--- src/rtl/alu_exec_stage.sv ---
// Execute stage: single-cycle ALU ops, iterative 1-bit/cycle shifter, branch resolution,
// and one valid/ready result slot toward the memory stage.
package alu_pkg;
  typedef enum logic [3:0] {
    ALU_ADD, ALU_SUB, ALU_SLL, ALU_SLT, ALU_SLTU, ALU_XOR,
    ALU_SRL, ALU_SRA, ALU_OR, ALU_AND, ALU_PASS_B, ALU_X
  } alu_sel_e;
endpackage

module alu_exec_stage
  import alu_pkg::*;
#(
  parameter int DATA_WIDTH = 32
) (
  input  logic                  clk_i,
  input  logic                  rst_i,
  input  logic                  in_valid_i,
  output logic                  in_ready_o,
  input  alu_sel_e              alu_sel_i,
  input  logic [DATA_WIDTH-1:0] op_a_i,
  input  logic [DATA_WIDTH-1:0] op_b_i,
  input  logic                  is_branch_i,
  input  logic [2:0]            funct3_i,
  input  logic [4:0]            rd_addr_i,
  input  logic                  reg_write_i,
  input  logic                  flush_i,
  output logic                  out_valid_o,
  input  logic                  out_ready_i,
  output logic [DATA_WIDTH-1:0] result_o,
  output logic                  br_taken_o,
  output logic [4:0]            rd_addr_o,
  output logic                  reg_write_o
);

  typedef enum logic {S_IDLE, S_SHIFT} state_e;

  state_e                state_q, state_d;
  logic [DATA_WIDTH-1:0] shift_q, shift_d;
  logic [DATA_WIDTH-1:0] result_q, result_d;
  logic [4:0]            cnt_q, cnt_d;
  logic [4:0]            rd_q, rd_d;
  alu_sel_e              sh_op_q, sh_op_d;
  logic                  out_valid_q, out_valid_d;
  logic                  br_q, br_d;
  logic                  rw_q, rw_d;

  logic [4:0]            shamt;
  logic                  accept;
  logic                  is_shift;
  logic                  shift_start;
  logic [DATA_WIDTH-1:0] alu_res;
  logic [DATA_WIDTH-1:0] shifted;
  logic                  br_cond;

  assign shamt       = op_b_i[4:0];
  assign accept      = in_valid_i && in_ready_o;
  assign is_shift    = (alu_sel_i == ALU_SLL) || (alu_sel_i == ALU_SRL) || (alu_sel_i == ALU_SRA);
  assign shift_start = accept && is_shift && (shamt != 5'd0);

  always_ff @(posedge clk_i) begin
    if (rst_i) begin
      state_q     <= S_IDLE;
      shift_q     <= '0;
      result_q    <= '0;
      cnt_q       <= '0;
      rd_q        <= '0;
      sh_op_q     <= ALU_SLL;
      out_valid_q <= 1'b0;
      br_q        <= 1'b0;
      rw_q        <= 1'b0;
    end else begin
      state_q     <= state_d;
      shift_q     <= shift_d;
      result_q    <= result_d;
      cnt_q       <= cnt_d;
      rd_q        <= rd_d;
      sh_op_q     <= sh_op_d;
      out_valid_q <= out_valid_d;
      br_q        <= br_d;
      rw_q        <= rw_d;
    end
  end

  always_comb begin
    state_d = state_q;
    if (flush_i) begin
      state_d = S_IDLE;
    end else begin
      case (state_q)
        S_IDLE:  if (shift_start) state_d = S_SHIFT;
        S_SHIFT: if (cnt_q == 5'd1) state_d = S_IDLE;
        default: state_d = S_IDLE;
      endcase
    end
  end

  always_comb begin
    alu_res = '0;
    case (alu_sel_i)
      ALU_ADD:    alu_res = op_a_i + op_b_i;
      ALU_SUB:    alu_res = op_a_i - op_b_i;
      ALU_SLT:    alu_res = {{(DATA_WIDTH-1){1'b0}}, $signed(op_a_i) < $signed(op_b_i)};
      ALU_SLTU:   alu_res = {{(DATA_WIDTH-1){1'b0}}, op_a_i < op_b_i};
      ALU_XOR:    alu_res = op_a_i ^ op_b_i;
      ALU_OR:     alu_res = op_a_i | op_b_i;
      ALU_AND:    alu_res = op_a_i & op_b_i;
      ALU_PASS_B: alu_res = op_b_i;
      // Only shamt==0 shifts complete here; nonzero amounts go through the iterative path.
      ALU_SLL, ALU_SRL, ALU_SRA: alu_res = op_a_i;
      default:    alu_res = '0;
    endcase
  end

  always_comb begin
    br_cond = 1'b0;
    if (is_branch_i && (alu_sel_i != ALU_X)) begin
      case (funct3_i)
        3'b000:          br_cond = (alu_res == '0);
        3'b001:          br_cond = (alu_res != '0);
        3'b100, 3'b110:  br_cond = alu_res[0];
        3'b101, 3'b111:  br_cond = !alu_res[0];
        default:         br_cond = 1'b0;
      endcase
    end
  end

  always_comb begin
    shifted = shift_q;
    case (sh_op_q)
      ALU_SLL: shifted = {shift_q[DATA_WIDTH-2:0], 1'b0};
      ALU_SRL: shifted = {1'b0, shift_q[DATA_WIDTH-1:1]};
      default: shifted = {shift_q[DATA_WIDTH-1], shift_q[DATA_WIDTH-1:1]};
    endcase
  end

  always_comb begin
    shift_d     = shift_q;
    cnt_d       = cnt_q;
    sh_op_d     = sh_op_q;
    result_d    = result_q;
    br_d        = br_q;
    rd_d        = rd_q;
    rw_d        = rw_q;
    out_valid_d = out_valid_q;
    if (out_valid_q && out_ready_i) out_valid_d = 1'b0;
    if (flush_i) begin
      out_valid_d = 1'b0;
      cnt_d       = '0;
    end else if (state_q == S_SHIFT) begin
      shift_d = shifted;
      cnt_d   = cnt_q - 5'd1;
      if (cnt_q == 5'd1) begin
        result_d    = shifted;
        br_d        = 1'b0;
        out_valid_d = 1'b1;
      end
    end else if (accept) begin
      // Slot is empty or draining on any accept, so rd/reg_write can be parked there during a shift.
      rd_d = rd_addr_i;
      rw_d = reg_write_i;
      if (shift_start) begin
        shift_d = op_a_i;
        cnt_d   = shamt;
        sh_op_d = alu_sel_i;
      end else begin
        result_d    = alu_res;
        br_d        = br_cond;
        out_valid_d = 1'b1;
      end
    end
  end

  always_comb begin
    in_ready_o  = !rst_i && !flush_i && (state_q == S_IDLE) && (!out_valid_q || out_ready_i);
    out_valid_o = out_valid_q;
    result_o    = result_q;
    br_taken_o  = br_q;
    rd_addr_o   = rd_q;
    reg_write_o = rw_q;
  end

endmodule
--- config.mk ---
export PLATFORM = sky130hd
export DESIGN_NAME = alu_exec_stage
export DESIGN_NICKNAME = d
export VERILOG_FILES = /design/src/rtl/alu_exec_stage.sv
export SDC_FILE = /design/constraint.sdc
export NUM_CORES = 1
export LEC_CHECK = 0
export CAP_MARGIN = 20
export CORE_UTILIZATION = 49
export CTS_BUF_LIST = sky130_fd_sc_hd__clkbuf_16
export CTS_CLUSTER_DIAMETER = 100
export DETAILED_ROUTE_END_ITERATION = 16
export PLACE_DENSITY_LB_ADDON = 0.12
export SKIP_LAST_GASP = 1
export SLEW_MARGIN = 5
export SYNTH_ARGS = -nofsm -noshare
export SYNTH_HDL_FRONTEND = slang
export SYNTH_SLANG_ARGS = --single-unit
--- constraint.sdc ---
create_clock -name clk_i -period 5.1 [get_ports clk_i]
set_input_delay 1.02 -clock clk_i [delete_from_list [all_inputs] [get_ports clk_i]]
set_output_delay 1.02 -clock clk_i [all_outputs]
set_load 0.1 [all_outputs]
==> impl_results.md, run 1 <==
* Gpl congestion at 1.005
* Final Hold Violating Endpoints at 0
* All-Layer GR Usage at 0.3969
* Largest area contributor in the netlist: dfxtp_1
* Die X at 146.6 um
* DR vias/cell at between 6 and 7
* Fmax at around 0.2 GHz
* Detailed-route DRC error count at 0
* Worst setup SP type: input pin
* Xor/xnor cell area share of the yosys netlist at 0.003421
* Most instantiated library cell after synthesis: nand2_1
* Congestion Overflow GR at 0
* CTS clk-pin slew, worst paths at 60 ps
* Setup slack after layout at about 110 ps
* Sw frac at 0.4028
* Crit-path cells: clkdlybuf4s50_1, inv_1, ha_1, inv_1, fa_1, and2b_1, o21ai_1, a311oi_1, buf_4, nor4_1, or3_1, o31ai_1, a21o_1, or4_1, nor4_4, a31o_1, o211ai_2
* Share of layout cells above drive strength 1 at 0.1513
* Min Tclk post-route at between 4000 and 5000 ps
* Worst path bufs/invs at 4
* Setup slack, reg-to-reg at 2680 ps
* Largest net degree at the start of global routing at 91
* Async SR Flop Fraction at 0
* Post-Syn Area at ~0.010 mm2
* Fraction of synthesized area in multiplexers at 0.01576
* Worst hold stages at 2
* Worst Hold End: result_o[28]
* Top cell type's share of synthesized area at 0.1603
* Post-CTS setup buffer count at 0
* Sw Pwr at between 0.001 and 0.0015 W
* CP peak stage delay at around 630 ps
* DR iter-0 viols at ~1700
* DIE HEIGHT at about 150 um
* Initial antenna violation count at 0
* Synth cell count leaders: nand2_1, a21oi_1, nor2_1
* Adder-cell share of the synthesized area at 0.1236
* Peak VDD IR at around 0.17 mV
* Power Dens Cells at 190.6 mW/mm2
* Main synth FF type: dfxtp_1
* Worst skew pair latency at ~340 ps
* Measured slew at the worst slew-check pin at about 1000 ps
* Core area at between 0.02 and 0.025 mm2
* Bufs on Longest Clock Path at 2
* CTS tree: built
* Dpl ws at -177.1 ps
* Hold_buf cts at 0
* Setup TNS at 0 ps
* Area delta synth->final at 30.12%
* Antenna-violating nets left at 0
* Nets at approximately 1900
* Clock H-tree levels at 3
* Hold/Removal Path Class: register to register
* Yosys synthesis warning count at 0
* Hold_sp: result_o[28]
* CP top delay family: simple AND/OR/NAND/NOR gates
* Root Buffer: clkbuf_16
* CP Class: input pin to register
* Slowest CP cell: or4_1
* Wire length per cell at approximately 21 um
* Worst path required time at between 5000 and 6000 ps
* TritonCTS Buffers at 9
* Initial core utilization at 0.5029
* DR vias at 13040
* Max Transition Viols Final at 0
* CP Capture Type: register
* Gate power share at 0.481
* # diodes at 0
* Post-synth net total at between 1500 and 2000
* Max-cap violations at 0
* Sequential power share at 0.261
* Drt total wl at 43390 um
* Full die area at ~0.021 mm2
* Leak at 5.441 nW
* Reg-to-Reg Start: state_q
* # rows at 52
* Final period utilization at 0.9790
* Simple-Gate Fraction of Synth Area at 0.2678
* EDFF count, synth at 0
* First-pass DRT Iterations at 6
* Internal at around 0.0015 W
* Largest family of logic cells by synthesized area: compound AO/OA/AOI/OAI gates
* Port Buffer Count at approximately 120
* Global-route wire length before repair at 66700 um
* Top Ports at 124
* Reg2reg end: br_taken_o
* Mapped Cells at 1516
* Compound-Gate Fraction of Synth Area at 0.3471
* Area contributors post-synth: dfxtp_1, ha_1, nand2_1
* Worst Skew at roughly 6.6 ps
* Post_cts resized at 0
* R2R cell count at 7
* Crit-path max FO at 4
* Worst path most repeated cell: inv_1
* Synth unique cells at 89
* Clock power share at 0.258
* Share of the yosys chip area belonging to registers at 0.1603
* Crit path DAT at 5210 ps
* DP HPWL at around 34000 um
* Synthesized area per cell at around 6.8 um2
* Seq cells post-synth at ~80
* # clock sinks at 82
* Final-report setup violation count at 0
* RSZ-0062 raised after global routing: no
* Vias in the first global route at 12000
* Slew headroom at 0.3344
* Outcome: finished, final reports clean
==> kinds of logic after synthesis <==
group | after synthesis
muxes | 16
DFF | 82
and+or+nand+nor | 575
xor gates and xnor gates | 4
adders and majority gates | 100
buffers and inverters | 213
AOI/OAI and AO/OA | 526
==> sequential cells by signal (all words and copies together) (netlist names) <==
register and cells:
result_o 32, state_q 1, out_valid_o 1, br_taken_o 1, cnt_q 5, reg_write_o 1
sh_op_q 4, rd_addr_o 5, shift_q 32
==> layout by cell type, fill, tap and decap left out, drive strengths merged, types with 8 or more instances in the layout <==
cell type,synthesis,layout
a22o,9,9
a221oi,9,9
ha,98,98
nand3,76,76
buf,17,212
o31ai,23,23
or4,8,8
nand2b,14,14
o311ai,9,9
dfxtp,82,82
a31oi,16,16
and2,10,10
and3,11,11
mux2i,15,15
nor3,28,28
o21bai,9,9
inv,101,104
a21o,17,17
a21oi,151,151
nor2,122,122
o21ai,72,72
a22oi,14,14
nand2,211,211
a222oi,9,9
o211ai,73,73
o21a,8,8
clkdlybuf4s50,0,120
nor2b,17,17
or3,9,9
nand4,11,11
o22ai,9,9
nor4,19,19
clkbuf,95,9
a211oi,16,16
==> cell type report <==
class | instances | area (um2)
clock buffer | 9 | 225.2
clock inverter | 7 | 73.82
fill | 1891 | 7039
inverter | 101 | 379.1
multi-input combinational | 1221 | 7846
sequential | 82 | 1643
tap | 270 | 337.8
timing repair buffer | 332 | 2820
==> through the flow <==
step	hold WS [ps]	instance area (um2)	power [W]	util	instances
after CTS	451.8	13270	0.002491	0.6516	2021
after global routing	461.7	13330	0.002635	0.6543	2022
after global placement	427.4	12970	0.001843	0.6369	2005
final	451.6	13330	0.002540	0.6543	2022
after detailed placement	437.9	12970	0.001848	0.6369	2005
after floorplan	415.2	10250	0.001332	-	1516
==> metal layers <==
metal  wire length (um)  GRT usage
met5                  0          0
met4               1133     0.1250
met3               5301    0.07531
met2              19000     0.6157
met1              17960     0.5511
==> power by group through the flow <==
stage,sequential (W),clock (W),combinational [W]
floorplan,0.000755,0,0.000577
global placement,0.000677,0,0.00117
detailed placement,0.000678,0,0.00117
CTS,0.000663,0.000652,0.00118
global route,0.000665,0.000679,0.00129
finish,0.000663,0.000655,0.00122
==> worst min-delay path, stage by stage, from the launching register on <==
cell and delay [ps]:
dfxtp_1 310, nand2_1 50, a21oi_1 50
==> worst max-delay path by stage <==
stage                         start         end  slack (ps)  cells after the start
after floorplan           op_a_i[0]  br_taken_o         580                     13
after global placement    op_a_i[0]  br_taken_o         -80                     14
after detailed placement  op_a_i[0]  br_taken_o        -180                     16
after CTS                 op_a_i[0]  br_taken_o         170                     16
after global routing      op_a_i[1]  br_taken_o          40                     16
final                     op_a_i[0]  br_taken_o         110                     17
No activity file was read; power rests on OpenSTA's default activity.
==> run 2: changes to the inputs <==
- CORE_ASPECT_RATIO: not set -> 0.7
==> run 2 against run 1 <==
Via count up 0.83%. Non-clock buffer count down 23. Power up 6.8%. Critical path type unchanged. Wire length up 3.3%.
==> impl_results.md, run 2 (same netlist as run 1, synthesis figures left out) <==
* R2R cell count at 7 (unchanged)
* Sw Pwr at 0.001018 W (was 0.001023 W)
* Antenna-violating nets left at 0 (unchanged)
* DP HPWL at 34710 um (was 34170 um)
* Port Buffer Count at 123 (unchanged)
* Worst hold stages at 2 (unchanged)
* Worst path bufs/invs at 4 (unchanged)
* Worst path required time at 5320 ps (about the same)
* Hold/Removal Path Class: register to register (unchanged)
* Internal at 0.001696 W (was 0.001517 W)
* Slew headroom at 0.3287 (was 0.3344)
* Clock H-tree levels at 3 (unchanged)
* Slowest CP cell: clkdlybuf4s50_1 (was or4_1)
* Detailed-route DRC error count at 0 (unchanged)
* Clock power share at 0.309 (was 0.258)
* Worst Skew at 5.254 ps (was 6.621 ps)
* Worst Hold End: result_o[25] (was result_o[28])
* Crit path DAT at 5160 ps (was 5210 ps)
* CTS tree: built (unchanged)
* Congestion Overflow GR at 0 (unchanged)
* Core area at 0.02012 mm2 (was 0.02036 mm2)
* Drt total wl at 44820 um (was 43390 um)
* Root Buffer: clkbuf_16 (unchanged)
* Full die area at 0.02149 mm2 (was 0.02148 mm2)
* Fmax at 0.2025 GHz (was 0.2003 GHz)
* Max-cap violations at 0 (unchanged)
* RSZ-0062 raised after global routing: no (unchanged)
* Wire length per cell at 22.42 um (was 21.46 um)
* Setup slack, reg-to-reg at 2850 ps (was 2680 ps)
* # clock sinks at 82 (unchanged)
* Gpl congestion at 1.039 (was 1.005)
* Initial core utilization at 0.5090 (was 0.5029)
* Reg2reg end: result_o[21] (was br_taken_o)
* Bufs on Longest Clock Path at 2 (unchanged)
* First-pass DRT Iterations at 8 (was 6)
* Most frequent cells in the layout: nand2_1, buf_4, a21oi_1 (unchanged)
* Power Dens Cells at 205.1 mW/mm2 (was 190.6 mW/mm2)
* CP top delay family: simple AND/OR/NAND/NOR gates (unchanged)
* Sequential power share at 0.245 (was 0.261)
* Outcome: finished, final reports clean (unchanged)
* Sw frac at 0.3750 (was 0.4028)
* Reg-to-Reg Start: out_valid_o (was state_q)
* Nets at 1907 (was 1930)
* Initial antenna violation count at 0 (unchanged)
* DR vias/cell at 6.575 (was 6.447)
* Commonest non-fill, non-tap cell in the layout: nand2_1 (unchanged)
* # diodes at 0 (unchanged)
* Area delta synth->final at 29.19% (was 30.12%)
* Setup slack after layout at 161.4 ps (was 107.1 ps)
* Measured slew at the worst slew-check pin at 1004 ps (was 996.2 ps)
* Finished Core Util at 0.6575 (was 0.6543)
* Global-route wire length before repair at 67350 um (was 66700 um)
* Final-report setup violation count at 0 (unchanged)
* Share of layout cells above drive strength 1 at 0.1388 (was 0.1513)
* Max Transition Viols Final at 0 (unchanged)
* Worst setup SP type: input pin (unchanged)
* Crit-path max FO at 11 (was 4)
* Dpl ws at -189.3 ps (was -177.1 ps)
* Crit-path cells: clkdlybuf4s50_1, inv_1, ha_1, buf_4, nor2_1, o31ai_1, buf_4, nand4b_1, nand2_1, a21oi_1, a32oi_1, o211ai_1, or4_1, nor4_4, a31o_1, o211ai_2 (was clkdlybuf4s50_1, inv_1, ha_1, inv_1, fa_1, and2b_1, o21ai_1, a311oi_1, buf_4, nor4_1, or3_1, o31ai_1, a21o_1, or4_1, nor4_4, a31o_1, o211ai_2)
* DIE HEIGHT at 123.0 um (was 146.6 um)
* Peak VDD IR at 0.1621 mV (was 0.1691 mV)
* Worst path most repeated cell: buf_4 (was inv_1)
* # rows at 43 (was 52)
* DR iter-0 viols at 2002 (was 1692)
* TritonCTS Buffers at 9 (unchanged)
* CP Class: input pin to register (unchanged)
* Placed Cells at 1983 (was 2005)
* Worst skew pair latency at 340 ps (about the same)
* Final Hold Violating Endpoints at 0 (unchanged)
* DR vias at 13140 (was 13040)
* CTS clk-pin slew, worst paths at 60 ps (about the same)
* WHS at 449.5 ps (was 451.6 ps)
* Final period utilization at 0.9684 (was 0.9790)
* Top Ports at 124 (unchanged)
* Vias in the first global route at 11800 (was 12000)
* Leak at 5.377 nW (was 5.441 nW)
* Gate power share at 0.446 (was 0.481)
* Die X at 174.8 um (was 146.6 um)
* CP Capture Type: register (unchanged)
* CP peak stage delay at 670 ps (was 630 ps)
* All-Layer GR Usage at 0.4049 (was 0.3969)
* Final Instance Count excl. Fillers at 1999 (was 2022)
* Setup TNS at 0 ps (unchanged)
* Largest net degree at the start of global routing at 91 (unchanged)
* Hold_sp: result_o[25] (was result_o[28])
* Min Tclk post-route at 4939 ps (was 4993 ps)
==> run 2: changes by cell type in the layout (fill, tap and decap cells not counted), sizes merged <==
cell and change:
buf -23, bufinv +4, clkinv -2, clkinvlp -1, inv -1
==> run 2: worst min-delay path, cell delays in order (launching register included) <==
cell and delay [ps]:
dfxtp_1 310, nand2_1 50, a21oi_1 50
==> run 2: how the worst max path moves through the flow <==
stage,startpoint,to,slack (ps),cells after the start
final,op_a_i[11],br_taken_o,160,16
after global routing,op_a_i[0],br_taken_o,3,16
after CTS,op_a_i[0],br_taken_o,140,14
after detailed placement,op_a_i[0],br_taken_o,-190,14
after global placement,op_a_i[1],br_taken_o,-100,16
after floorplan,op_a_i[0],br_taken_o,580,13
==> run 2: per-layer routing <==
| layer | vias up | part of all wire | global-route usage |
|---|---|---|---|
| met4 | 0 | 0.035 | 0.1255 |
| met3 | 137 | 0.13 | 0.1116 |
| met1 | 6087 | 0.42 | 0.5553 |
| met5 | - | 0 | 0 |
| met2 | 937 | 0.41 | 0.6138 |
| li1 | 5982 | - | - |
==> run 2: repair_timing <==
item	CTS	global route
setup buffers	0	0
resized for setup	0	6
setup endpoints to repair	0	1
hold buffers	0	0
==> run 2: area by class of cell <==
cell class / instances / area [um2]
clock inverter: 7 / 157.7
multi-input combinational: 1221 / 7848
tap: 270 / 337.8
clock buffer: 9 / 225.2
fill: 1827 / 6892
sequential: 82 / 1643
timing repair buffer: 309 / 2640
inverter: 101 / 379.1
==> run 2: per-stage QoR <==
step | area, um2 | power [W]
floorplan | 10250 | 0.001332
global placement | 12820 | 0.001825
detailed placement | 12820 | 0.001833
CTS | 13200 | 0.002668
global route | 13230 | 0.002819
finish | 13230 | 0.002713
==> run 2: power by group through the flow <==
stage | combinational (W) | clock [W] | sequential, W
floorplan | 0.000577 | 0 | 0.000755
global route | 0.00128 | 0.000878 | 0.000665
detailed placement | 0.00116 | 0 | 0.000678
finish | 0.00121 | 0.000838 | 0.000664
CTS | 0.00116 | 0.000841 | 0.000664
global placement | 0.00115 | 0 | 0.000677
